===== src/rtl/mem_arbiter_pkg.sv =====
// -----------------------------------------------------------------------------
// mem_pkg
// Shared definitions for the unified-memory arbiter: FSM state encoding,
// requester port identifiers and the memory depth shared with the memory block.
// No ports.
// -----------------------------------------------------------------------------
package mem_pkg;

  typedef enum logic [1:0] {
    IDLE   = 2'd0,
    ACCESS = 2'd1,
    RESP   = 2'd2
  } state_t;

  localparam logic PORT_I = 1'b0;
  localparam logic PORT_D = 1'b1;

  localparam int MEM_DEPTH = 1024;

endpackage


===== src/rtl/mem_arbiter_if.sv =====
// -----------------------------------------------------------------------------
// mem_arbiter_if
// Bundles the two requester handshakes (fetch port I, load/store port D), the
// memory-side strobes and the arbiter status signals.
//   master : requester/memory environment (drives req, addr, wdata, mem_rdata)
//   slave  : the arbiter (drives acks, rdata, err, mem_* strobes, busy, grant)
// Parameters: AW address width, DW data width.
// -----------------------------------------------------------------------------
interface mem_arbiter_if #(
  parameter int AW = 32,
  parameter int DW = 32
);

  logic          i_req;
  logic [AW-1:0] i_addr;
  logic          i_ack;
  logic [DW-1:0] i_rdata;

  logic          d_req;
  logic          d_we;
  logic [AW-1:0] d_addr;
  logic [DW-1:0] d_wdata;
  logic          d_ack;
  logic [DW-1:0] d_rdata;

  logic          err;

  logic [AW-1:0] mem_addr;
  logic [DW-1:0] mem_wdata;
  logic          mem_write;
  logic          mem_read;
  logic [DW-1:0] mem_rdata;

  logic          busy;
  logic          grant;

  modport master (
    output i_req, i_addr, d_req, d_we, d_addr, d_wdata, mem_rdata,
    input  i_ack, i_rdata, d_ack, d_rdata, err,
           mem_addr, mem_wdata, mem_write, mem_read, busy, grant
  );

  modport slave (
    input  i_req, i_addr, d_req, d_we, d_addr, d_wdata, mem_rdata,
    output i_ack, i_rdata, d_ack, d_rdata, err,
           mem_addr, mem_wdata, mem_write, mem_read, busy, grant
  );

endinterface


===== src/rtl/mem_arbiter_rr_arb2.sv =====
// -----------------------------------------------------------------------------
// rr_arb2
// Two-input round-robin picker. Holds the last-grant flip-flop; on a tie the
// port that did not win last time is picked.
// Ports:
//   clk, reset   clock, asynchronous active-high reset
//   i_reqI       request from port I
//   i_reqD       request from port D
//   i_update     commit the current pick as the new last grant
//   o_grant      combinational pick (0 = I, 1 = D)
//   o_valid      at least one request present
//   o_last       registered last grant (reset to D so I wins the first tie)
// -----------------------------------------------------------------------------
module rr_arb2
  import mem_pkg::*;
(
  input  logic clk,
  input  logic reset,
  input  logic i_reqI,
  input  logic i_reqD,
  input  logic i_update,
  output logic o_grant,
  output logic o_valid,
  output logic o_last
);

  logic r_last;

  // Tie goes to the port that was not granted last.
  always_comb begin
    o_grant = r_last;
    if (i_reqI && i_reqD) begin
      o_grant = ~r_last;
    end else if (i_reqI) begin
      o_grant = PORT_I;
    end else if (i_reqD) begin
      o_grant = PORT_D;
    end
  end

  assign o_valid = i_reqI | i_reqD;
  assign o_last  = r_last;

  always_ff @(posedge clk or posedge reset) begin
    if (reset) begin
      r_last <= PORT_D;
    end else if (i_update && o_valid) begin
      r_last <= o_grant;
    end
  end

endmodule


===== src/rtl/mem_arbiter.sv =====
// -----------------------------------------------------------------------------
// mem_arbiter
// Sequences the shared unified memory between instruction fetch (port I,
// read-only) and load/store (port D, read/write). Requests are arbitrated
// round-robin in IDLE, the chosen address/we/wdata are latched and held on the
// memory bus for MEM_LAT strobe cycles, then a one-cycle RESP returns the ack
// (and read data) to the owning port. Out-of-range addresses skip the memory
// and answer with err after one cycle.
// Parameters: MEM_LAT strobe cycles (>=1), DEPTH valid words, AW, DW widths.
// Ports:
//   clk, reset   clock, asynchronous active-high reset
//   bus          mem_arbiter_if slave modport (handshakes, mem_*, status)
// -----------------------------------------------------------------------------
module mem_arbiter
  import mem_pkg::*;
#(
  parameter int MEM_LAT = 2,
  parameter int DEPTH   = MEM_DEPTH,
  parameter int AW      = 32,
  parameter int DW      = 32
) (
  input logic          clk,
  input logic          reset,
  mem_arbiter_if.slave bus
);

  localparam int CW = (MEM_LAT > 1) ? $clog2(MEM_LAT) : 1;
  localparam logic [CW-1:0] LAST_CNT = CW'(MEM_LAT - 1);

  state_t        r_state;
  logic [CW-1:0] r_cnt;
  logic          r_port;
  logic          r_we;
  logic [AW-1:0] r_addr;
  logic [DW-1:0] r_wdata;
  logic          r_memRead;
  logic          r_memWrite;
  logic          r_iAck;
  logic          r_dAck;
  logic          r_err;
  logic [DW-1:0] r_iRdata;
  logic [DW-1:0] r_dRdata;

  logic          w_grant;
  logic          w_valid;
  logic          w_last;
  logic [AW-1:0] w_selAddr;
  logic          w_selWe;
  logic          w_addrOk;

  rr_arb2 u_arb (
    .clk      (clk),
    .reset    (reset),
    .i_reqI   (bus.i_req),
    .i_reqD   (bus.d_req),
    .i_update (r_state == IDLE),
    .o_grant  (w_grant),
    .o_valid  (w_valid),
    .o_last   (w_last)
  );

  // Port I is always a read, so only D's we can select a write.
  assign w_selAddr = (w_grant == PORT_D) ? bus.d_addr : bus.i_addr;
  assign w_selWe   = (w_grant == PORT_D) & bus.d_we;
  assign w_addrOk  = (w_selAddr < AW'(DEPTH));

  // Single FSM: grant/latch in IDLE, hold strobes in ACCESS, pulse ack in RESP.
  always_ff @(posedge clk or posedge reset) begin
    if (reset) begin
      r_state    <= IDLE;
      r_cnt      <= '0;
      r_port     <= PORT_I;
      r_we       <= 1'b0;
      r_addr     <= '0;
      r_wdata    <= '0;
      r_memRead  <= 1'b0;
      r_memWrite <= 1'b0;
      r_iAck     <= 1'b0;
      r_dAck     <= 1'b0;
      r_err      <= 1'b0;
      r_iRdata   <= '0;
      r_dRdata   <= '0;
    end else begin
      r_iAck <= 1'b0;
      r_dAck <= 1'b0;
      r_err  <= 1'b0;
      case (r_state)
        IDLE: begin
          if (w_valid) begin
            r_port  <= w_grant;
            r_we    <= w_selWe;
            r_addr  <= w_selAddr;
            r_wdata <= bus.d_wdata;
            r_cnt   <= '0;
            if (w_addrOk) begin
              r_state    <= ACCESS;
              r_memRead  <= ~w_selWe;
              r_memWrite <= w_selWe;
            end else begin
              // Bad address: no memory cycle, reads return zero, writes dropped.
              r_state <= RESP;
              r_err   <= 1'b1;
              if (w_grant == PORT_I) begin
                r_iAck   <= 1'b1;
                r_iRdata <= '0;
              end else begin
                r_dAck <= 1'b1;
                if (!w_selWe) begin
                  r_dRdata <= '0;
                end
              end
            end
          end
        end
        ACCESS: begin
          if (r_cnt == LAST_CNT) begin
            r_state    <= RESP;
            r_memRead  <= 1'b0;
            r_memWrite <= 1'b0;
            if (r_port == PORT_I) begin
              r_iAck   <= 1'b1;
              r_iRdata <= bus.mem_rdata;
            end else begin
              r_dAck <= 1'b1;
              if (!r_we) begin
                r_dRdata <= bus.mem_rdata;
              end
            end
          end else begin
            r_cnt <= r_cnt + 1'b1;
          end
        end
        RESP: begin
          // Always pass through IDLE so a req still high from the ack cycle
          // is not taken as a new request.
          r_state <= IDLE;
        end
        default: begin
          r_state <= IDLE;
        end
      endcase
    end
  end

  assign bus.mem_addr  = r_addr;
  assign bus.mem_wdata = r_wdata;
  assign bus.mem_read  = r_memRead;
  assign bus.mem_write = r_memWrite;
  assign bus.i_ack     = r_iAck;
  assign bus.d_ack     = r_dAck;
  assign bus.err       = r_err;
  assign bus.i_rdata   = r_iRdata;
  assign bus.d_rdata   = r_dRdata;
  assign bus.busy      = (r_state != IDLE);
  assign bus.grant     = w_last;

endmodule


===== src/flat_wrapper.sv =====
// flat-port wrapper written by rule: the top's interface ports become plain ports
module mem_arbiter_flat import mem_pkg::*;
#(
  parameter int MEM_LAT = 2,
  parameter int DEPTH   = MEM_DEPTH,
  parameter int AW      = 32,
  parameter int DW      = 32
)
  (clk, reset, bus_i_req, bus_i_addr, bus_d_req, bus_d_we, bus_d_addr, bus_d_wdata, bus_mem_rdata, bus_i_ack, bus_i_rdata, bus_d_ack, bus_d_rdata, bus_err, bus_mem_addr, bus_mem_wdata, bus_mem_write, bus_mem_read, bus_busy, bus_grant);
  mem_arbiter_if #(.AW(AW), .DW(DW)) bus_i ();
  input logic clk;
  input logic reset;
  input wire logic [$bits(bus_i.i_req)-1:0] bus_i_req;
  input wire logic [$bits(bus_i.i_addr)-1:0] bus_i_addr;
  input wire logic [$bits(bus_i.d_req)-1:0] bus_d_req;
  input wire logic [$bits(bus_i.d_we)-1:0] bus_d_we;
  input wire logic [$bits(bus_i.d_addr)-1:0] bus_d_addr;
  input wire logic [$bits(bus_i.d_wdata)-1:0] bus_d_wdata;
  input wire logic [$bits(bus_i.mem_rdata)-1:0] bus_mem_rdata;
  output wire logic [$bits(bus_i.i_ack)-1:0] bus_i_ack;
  output wire logic [$bits(bus_i.i_rdata)-1:0] bus_i_rdata;
  output wire logic [$bits(bus_i.d_ack)-1:0] bus_d_ack;
  output wire logic [$bits(bus_i.d_rdata)-1:0] bus_d_rdata;
  output wire logic [$bits(bus_i.err)-1:0] bus_err;
  output wire logic [$bits(bus_i.mem_addr)-1:0] bus_mem_addr;
  output wire logic [$bits(bus_i.mem_wdata)-1:0] bus_mem_wdata;
  output wire logic [$bits(bus_i.mem_write)-1:0] bus_mem_write;
  output wire logic [$bits(bus_i.mem_read)-1:0] bus_mem_read;
  output wire logic [$bits(bus_i.busy)-1:0] bus_busy;
  output wire logic [$bits(bus_i.grant)-1:0] bus_grant;
  assign bus_i.i_req = bus_i_req;
  assign bus_i.i_addr = bus_i_addr;
  assign bus_i.d_req = bus_d_req;
  assign bus_i.d_we = bus_d_we;
  assign bus_i.d_addr = bus_d_addr;
  assign bus_i.d_wdata = bus_d_wdata;
  assign bus_i.mem_rdata = bus_mem_rdata;
  assign bus_i_ack = bus_i.i_ack;
  assign bus_i_rdata = bus_i.i_rdata;
  assign bus_d_ack = bus_i.d_ack;
  assign bus_d_rdata = bus_i.d_rdata;
  assign bus_err = bus_i.err;
  assign bus_mem_addr = bus_i.mem_addr;
  assign bus_mem_wdata = bus_i.mem_wdata;
  assign bus_mem_write = bus_i.mem_write;
  assign bus_mem_read = bus_i.mem_read;
  assign bus_busy = bus_i.busy;
  assign bus_grant = bus_i.grant;
  mem_arbiter #(.MEM_LAT(MEM_LAT), .DEPTH(DEPTH), .AW(AW), .DW(DW)) u_core (.clk(clk), .reset(reset), .bus(bus_i));
endmodule

===== config.mk =====
export PLATFORM = sky130hd
export DESIGN_NAME = mem_arbiter_flat
export DESIGN_NICKNAME = d
export VERILOG_FILES = /design/src/rtl/mem_arbiter_pkg.sv /design/src/rtl/mem_arbiter_if.sv /design/src/rtl/mem_arbiter_rr_arb2.sv /design/src/rtl/mem_arbiter.sv /design/src/flat_wrapper.sv
export SDC_FILE = /design/constraint.sdc
export NUM_CORES = 1
export LEC_CHECK = 0
export ABC_AREA = 1
export CAP_MARGIN = 20
export CORE_AREA = 2 2 115 144
export DETAILED_ROUTE_END_ITERATION = 8
export DIE_AREA = 0 0 117 146
export HOLD_SLACK_MARGIN = 0.12
export PLACE_DENSITY_LB_ADDON = 0.12
export SKIP_CTS_REPAIR_TIMING = 1
export SLEW_MARGIN = 20
export SYNTH_ARGS = -nofsm -noshare
export SYNTH_HDL_FRONTEND = slang
export SYNTH_SLANG_ARGS = --single-unit

===== constraint.sdc =====
create_clock -name clk -period 8.85 [get_ports clk]
set_input_delay 0.885 -clock clk [delete_from_list [all_inputs] [get_ports clk]]
set_output_delay 0.885 -clock clk [all_outputs]
set_load 0.01 [all_outputs]

==> reports/metrics.cfg, run 1 <==
[outcome]
status = complete, no violations

[min_path]
hold_class = flip-flop to flip-flop
whs_path_depth = 2
min_to = u_core.bus.d_rdata[24]
hp-start = u_core.bus.d_rdata[24]

[logic_synthesis]
synthesis.instances = 751
ys_ff_latch = 139
synth.avg_cell_area_um2 = 8.22
synth.distinct_cells = 24
synth_fp_nets = 884
ys_seq_area_frac = 0.564
synth_area_um2 = 6170
ys_warn_count = 0

[worst_setup_path]
cp_top_family = simple AND/OR/NAND/NOR gates
cp_slowest_stage_delay_ps = 800
crit_required_ps = 9200
worst_path_most_repeated_cell = nand2_1
rrSetupSlack_ps = 5250
end_kind = flip-flop
cp_data_arrival_time_ps = 4350
path_class = input pin to flip-flop
critical_path_buf_inv_count = 2
rr_worst_depth = 12
crit_chain = clkdlybuf4s50_1 -> inv_1 -> nand2_1 -> nand2_2 -> nand2_1 -> nand2_1 -> nor2_1 -> nand3_1 -> nor2_1 -> nand3_2 -> nand2_2 -> nand2_1 -> nand2_1
r2r_end = u_core.bus.d_rdata[3]
slowest_stage = nand2_2
setup.worst_path.start_class = input pin
critPathMaxFanout = 40
r2r_start = u_core.u_arb.o_last

[die]
num_io_pins = 268
initial_core_util = 0.395
dieArea_um2 = 17100
rows = 51
fp.dieH_um = 146
die_x_um = 117
core_um2 = 15600

[pwr]
power_density_nw_per_um2 = 272
clockPowerShare = 0.275
p_total_mw = 2.61
p_switching_mw = 0.911
switching_share = 0.350
seqPwrFrac = 0.341
ir_worst_vdd_uv = 147
combPwrFrac = 0.383
p_leak_nw = 4.61
p_int_mw = 1.69

[cts]
cts.htree.levels = 4
cts_tree = done
worst_skew_pair.late_latency_ps = 420
clockBufferDepth = 2
cts_made_buffers = 17
clkSinkCount = 139
clk_pin_slew_worst_paths_ps = 60
root_buffer = clkbuf_16

[sta]
period_needed_ps = 4000
fin_crit_sh = 0.452
clock_skew_ps = 6.38
finalSetupTns_ps = 0
rsz0062_at_grt = no
fmax_mhz = 250
worst_slew_pin_slew_ps = 1010
hold_viol = 0
slew_headroom = 0.325
setup_viol = 0
fin_hold_ws_ps = 466
drv_slew = 0

[layout]
final_layout_size_suffix_gt1_frac = 0.0504
fillerInstances = 1402
multi_input_area_um2 = 2360
nets = 1133
area_growth_pct = 54.9
diodes = 0
final-seq-area_um2 = 3480

[grt]
track_usage = 0.221
antenna_found_initial = 0
grt_pass1_vias = 5763
grt_pass1_wl_um = 29400
grt.overflow.total = 0
grt_max_degree = 80

[job]
drv_cap = 0

[placement]
io_buffers = 267
dp_hpwl_um = 13000
place.gp.congestion = 0.804

[detailed_routing]
drt-initial-drc-count = 371
wl_per_cell_um = 15.1
drc = 0
drtAntennaViolNets = 0
vias = 5810
routed_wl_um = 18400
viasPerCell = 4.75
drtPass1Iterations = 7

## synth_stat cells, drive strengths merged
cell type | n | share of area
inv | 35 | 0.021
nand3b | 28 | 0.034
dfstp | 1 | 0.0043
buf | 16 | 0.019
nand3 | 28 | 0.024
nor2 | 51 | 0.032
a31oi | 14 | 0.014
dfrtp | 138 | 0.56
clkbuf | 26 | 0.016
o21ai | 33 | 0.027
nand2 | 349 | 0.22
a221oi | 1 | 0.0024
nand4 | 26 | 0.026
a21oi | 4 | 0.0032
o31ai | 1 | 0.0012
## per-layer routing
| metal | vias to the layer above | track usage | routed length, um |
|---|---|---|---|
| met5 | - | 0 | 0 |
| met4 | 0 | 0.0635 | 291 |
| met3 | 27 | 0.0787 | 1470 |
| met2 | 210 | 0.364 | 9110 |
| met1 | 2689 | 0.270 | 7570 |
| li1 | 2884 | - | - |
## sequential cells by signal (all words and copies together), names as in the netlist, 2 cells and up
register / count
u_core.bus.d_rdata: 32
u_core.bus.i_rdata: 32
u_core.bus.mem_addr: 32
u_core.bus.mem_wdata: 32
u_core.r_state: 2
## logic make-up after synthesis
kind of cell | synth area share
AOI/OAI and AO/OA | 0.0478
and+or+nand+nor | 0.332
DFF | 0.564
buffers and inverters | 0.0565
## cells in the final DEF, fill, tap and decap left out, drive strengths merged
cell	count
nand2	349
nand4	26
nand3	28
clkbuf	24
dfstp	1
o31ai	1
a21oi	4
clkinv	2
dfrtp	138
clkinvlp	2
clkdlybuf4s50	267
buf	5
bufinv	3
a31oi	14
inv	35
nand3b	28
a221oi	1
nor2	51
o21ai	33
## power groups by stage
stage                     clock network [mW]  registers, mW  logic (mW)
final                                  0.718          0.889       0.998
after global routing                   0.761          0.910        1.10
after CTS                              0.728          0.889        1.01
after detailed placement                   0          0.892        1.00
after global placement                     0          0.890        1.00
after floorplan                            0          0.958       0.445
## worst max path at each step
stage                                        end  slack, ps      start  cells after the start
after floorplan                 u_core.bus.d_ack       4240      reset                      1
after global placement    u_core.bus.d_rdata[28]       4040  bus_i_req                     13
after detailed placement   u_core.bus.d_rdata[5]       4060  bus_i_req                     13
after CTS                  u_core.bus.d_rdata[3]       4460  bus_i_req                     13
after global routing       u_core.bus.d_rdata[9]       4340  bus_i_req                     13
final                      u_core.bus.d_rdata[3]       4850  bus_i_req                     13
## worst reg2reg max path, stage by stage, from the launching register on
cell,delay [ps]
dfstp_2,580
nand2_1,170
nand2_2,490
nand2_1,100
nand2_1,120
nand2_1,60
nor2_1,110
nand2_1,70
nor2_1,180
nand3_2,650
nand2_2,810
nand2_1,120
nand2_1,90
## per-stage QoR
stage,std cells,setup slack [ps],utilization,cell area [um2]
after detailed placement,1191,4060,0.571,8930
final,1224,4850,0.612,9560
after global routing,1224,4340,0.612,9560
after CTS,1222,4460,0.609,9520
after floorplan,751,4240,-,6170
after global placement,1191,4040,0.571,8930
## layout make-up
type | count | share of cell area
repair buffers | 272 | 0.286
clock buffers | 24 | 0.0493
clock inverters | 7 | 0.0120
well taps | 212 | 0.0277
inverters | 35 | 0.0143
flip-flops and latches | 139 | 0.364
multi-input cells | 535 | 0.247
Note: power is estimated with default switching activity, not from simulation.
==> run 2: changes to the inputs <==
CORE_AREA = 2 2 118 148   (was 2 2 115 144)
DIE_AREA = 0 0 120 150   (was 0 0 117 146)
clock period = 3.35 ns   (was 8.85 ns; I/O delays follow)
==> run 2 against run 1 <==
Count of clock-buffer cells in the layout down 3; via count rose by 0.55%; sequential share of layout area shrank 0.14 points; non-clock buffer count is 11 higher; critical path depth unchanged; register-to-register slack lost 4500 ps; first-iteration DRC count is 11% lower; clock power up 140%; total power rose to 2.6 times the previous value; largest cell class unchanged.
==> reports/metrics.cfg, run 2 (synthesis gave the netlist of run 1 again) <==
[layout]
final_layout_size_suffix_gt1_frac = 0.0635
nets = 1144
final_common_cell = nand2_1
diodes = 0
fillerInstances = 1511
area_growth_pct = 55.5
utilization = 0.577
mostFrequentLayoutCells = nand2_1, clkdlybuf4s50_1, dfrtp_1

[sta]
period_needed_ps = 2600
fin_ws_ps = 751
drv_slew = 0
fin_crit_sh = 0.776
fin_hold_ws_ps = 444
rsz0062_at_grt = no
clock_skew_ps = 9.40
hold_viol = 0
worst_slew_pin_slew_ps = 796
fmax_mhz = 385
slew_headroom = 0.469
finalSetupTns_ps = 0
setup_viol = 0

[cts]
cts_tree = done
clockBufferDepth = 2
clk_pin_slew_worst_paths_ps = 60
cts.htree.levels = 4
cts_made_buffers = 17
root_buffer = clkbuf_16
worst_skew_pair.late_latency_ps = 420
clkSinkCount = 139

[job]
drv_cap = 0

[die]
dieArea_um2 = 18000
rows = 53
num_io_pins = 268
die_x_um = 120
fp.dieH_um = 150
initial_core_util = 0.371
core_um2 = 16600

[detailed_routing]
vias = 5842
wl_per_cell_um = 15.0
viasPerCell = 4.70
drtAntennaViolNets = 0
drc = 0
drt-initial-drc-count = 332
routed_wl_um = 18700
drtPass1Iterations = 7

[pwr]
p_total_mw = 6.78
ir_worst_vdd_uv = 457
power_density_nw_per_um2 = 707
p_leak_nw = 4.63

[min_path]
hold_class = input pin to flip-flop

[worst_setup_path]
end_kind = flip-flop
critPathMaxFanout = 33
slowest_stage = dfstp_2
cp_data_arrival_time_ps = 2950
crit_required_ps = 3710
crit_chain = inv_2 -> nand2_2 -> nand2_1 -> nand2_1 -> nand2_1 -> nor2_1 -> nand2_1 -> nor2_1 -> nand3_2 -> nand2_2 -> buf_4 -> nand2_1 -> nand2_1
cp_slowest_stage_delay_ps = 580
worst_path_most_repeated_cell = nand2_1
setup.worst_path.start_class = flip-flop
path_class = flip-flop to flip-flop

[grt]
track_usage = 0.212
grt.overflow.total = 0
antenna_found_initial = 0
grt_pass1_vias = 5766
grt_max_degree = 140
grt_pass1_wl_um = 29800

[placement]
io_buffers = 267
dp_hpwl_um = 13000
place_ws_ps = 400
place.gp.congestion = 0.836

[outcome]
status = complete, no violations

[run 2: critical path, delay by kind of cell, from the launching register on]
family	cells	cell delay, ps
DFF	1	580
buffers and inverters	2	410
and+or+nand+nor	11	1510
[run 2: cell type report]
cell class | instances | area [um2] | area share
clock buffer | 21 | 480 | 0.0501
clock inverter | 10 | 68.8 | 0.00717
inverter | 35 | 135 | 0.0141
sequential | 139 | 3480 | 0.363
tap | 220 | 275 | 0.0287
multi-input combinational | 535 | 2350 | 0.245
timing repair buffer | 283 | 2810 | 0.292
[run 2: final timing paths]
path	start	to	slack, ps	cells after the start
max	u_core.u_arb.o_last	u_core.bus.i_rdata[3]	750	13
min	bus_d_wdata[23]	u_core.bus.mem_wdata[23]	440	3
max reg2reg	u_core.u_arb.o_last	u_core.bus.i_rdata[3]	750	13
min reg2reg	u_core.bus.i_rdata[8]	u_core.bus.i_rdata[8]	470	2
max in group asynchronous	reset	u_core.bus.mem_wdata[30]	2260	3
min in group asynchronous	reset	u_core.bus.d_rdata[18]	460	3
[run 2: stage by stage]
stage | std cells | instance area, um2
after floorplan | 751 | 6180
after global placement | 1212 | 9050
after detailed placement | 1212 | 9050
after CTS | 1243 | 9600
after global routing | 1243 | 9600
final | 1243 | 9600
[run 2: power by group]
part	switching [mW]	internal (mW)
Sequential	0.230	2.10
Clock	0.717	1.02
Combinational	1.50	1.21
[run 2: metal layers]
metal  GRT usage  wire length (um)  vias to the layer above
met5           0                 0                        -
met4      0.0741               246                        0
met3      0.0739              1570                       14
met2       0.349              9290                      214
met1       0.258              7570                     2707
li1            -                 -                     2907
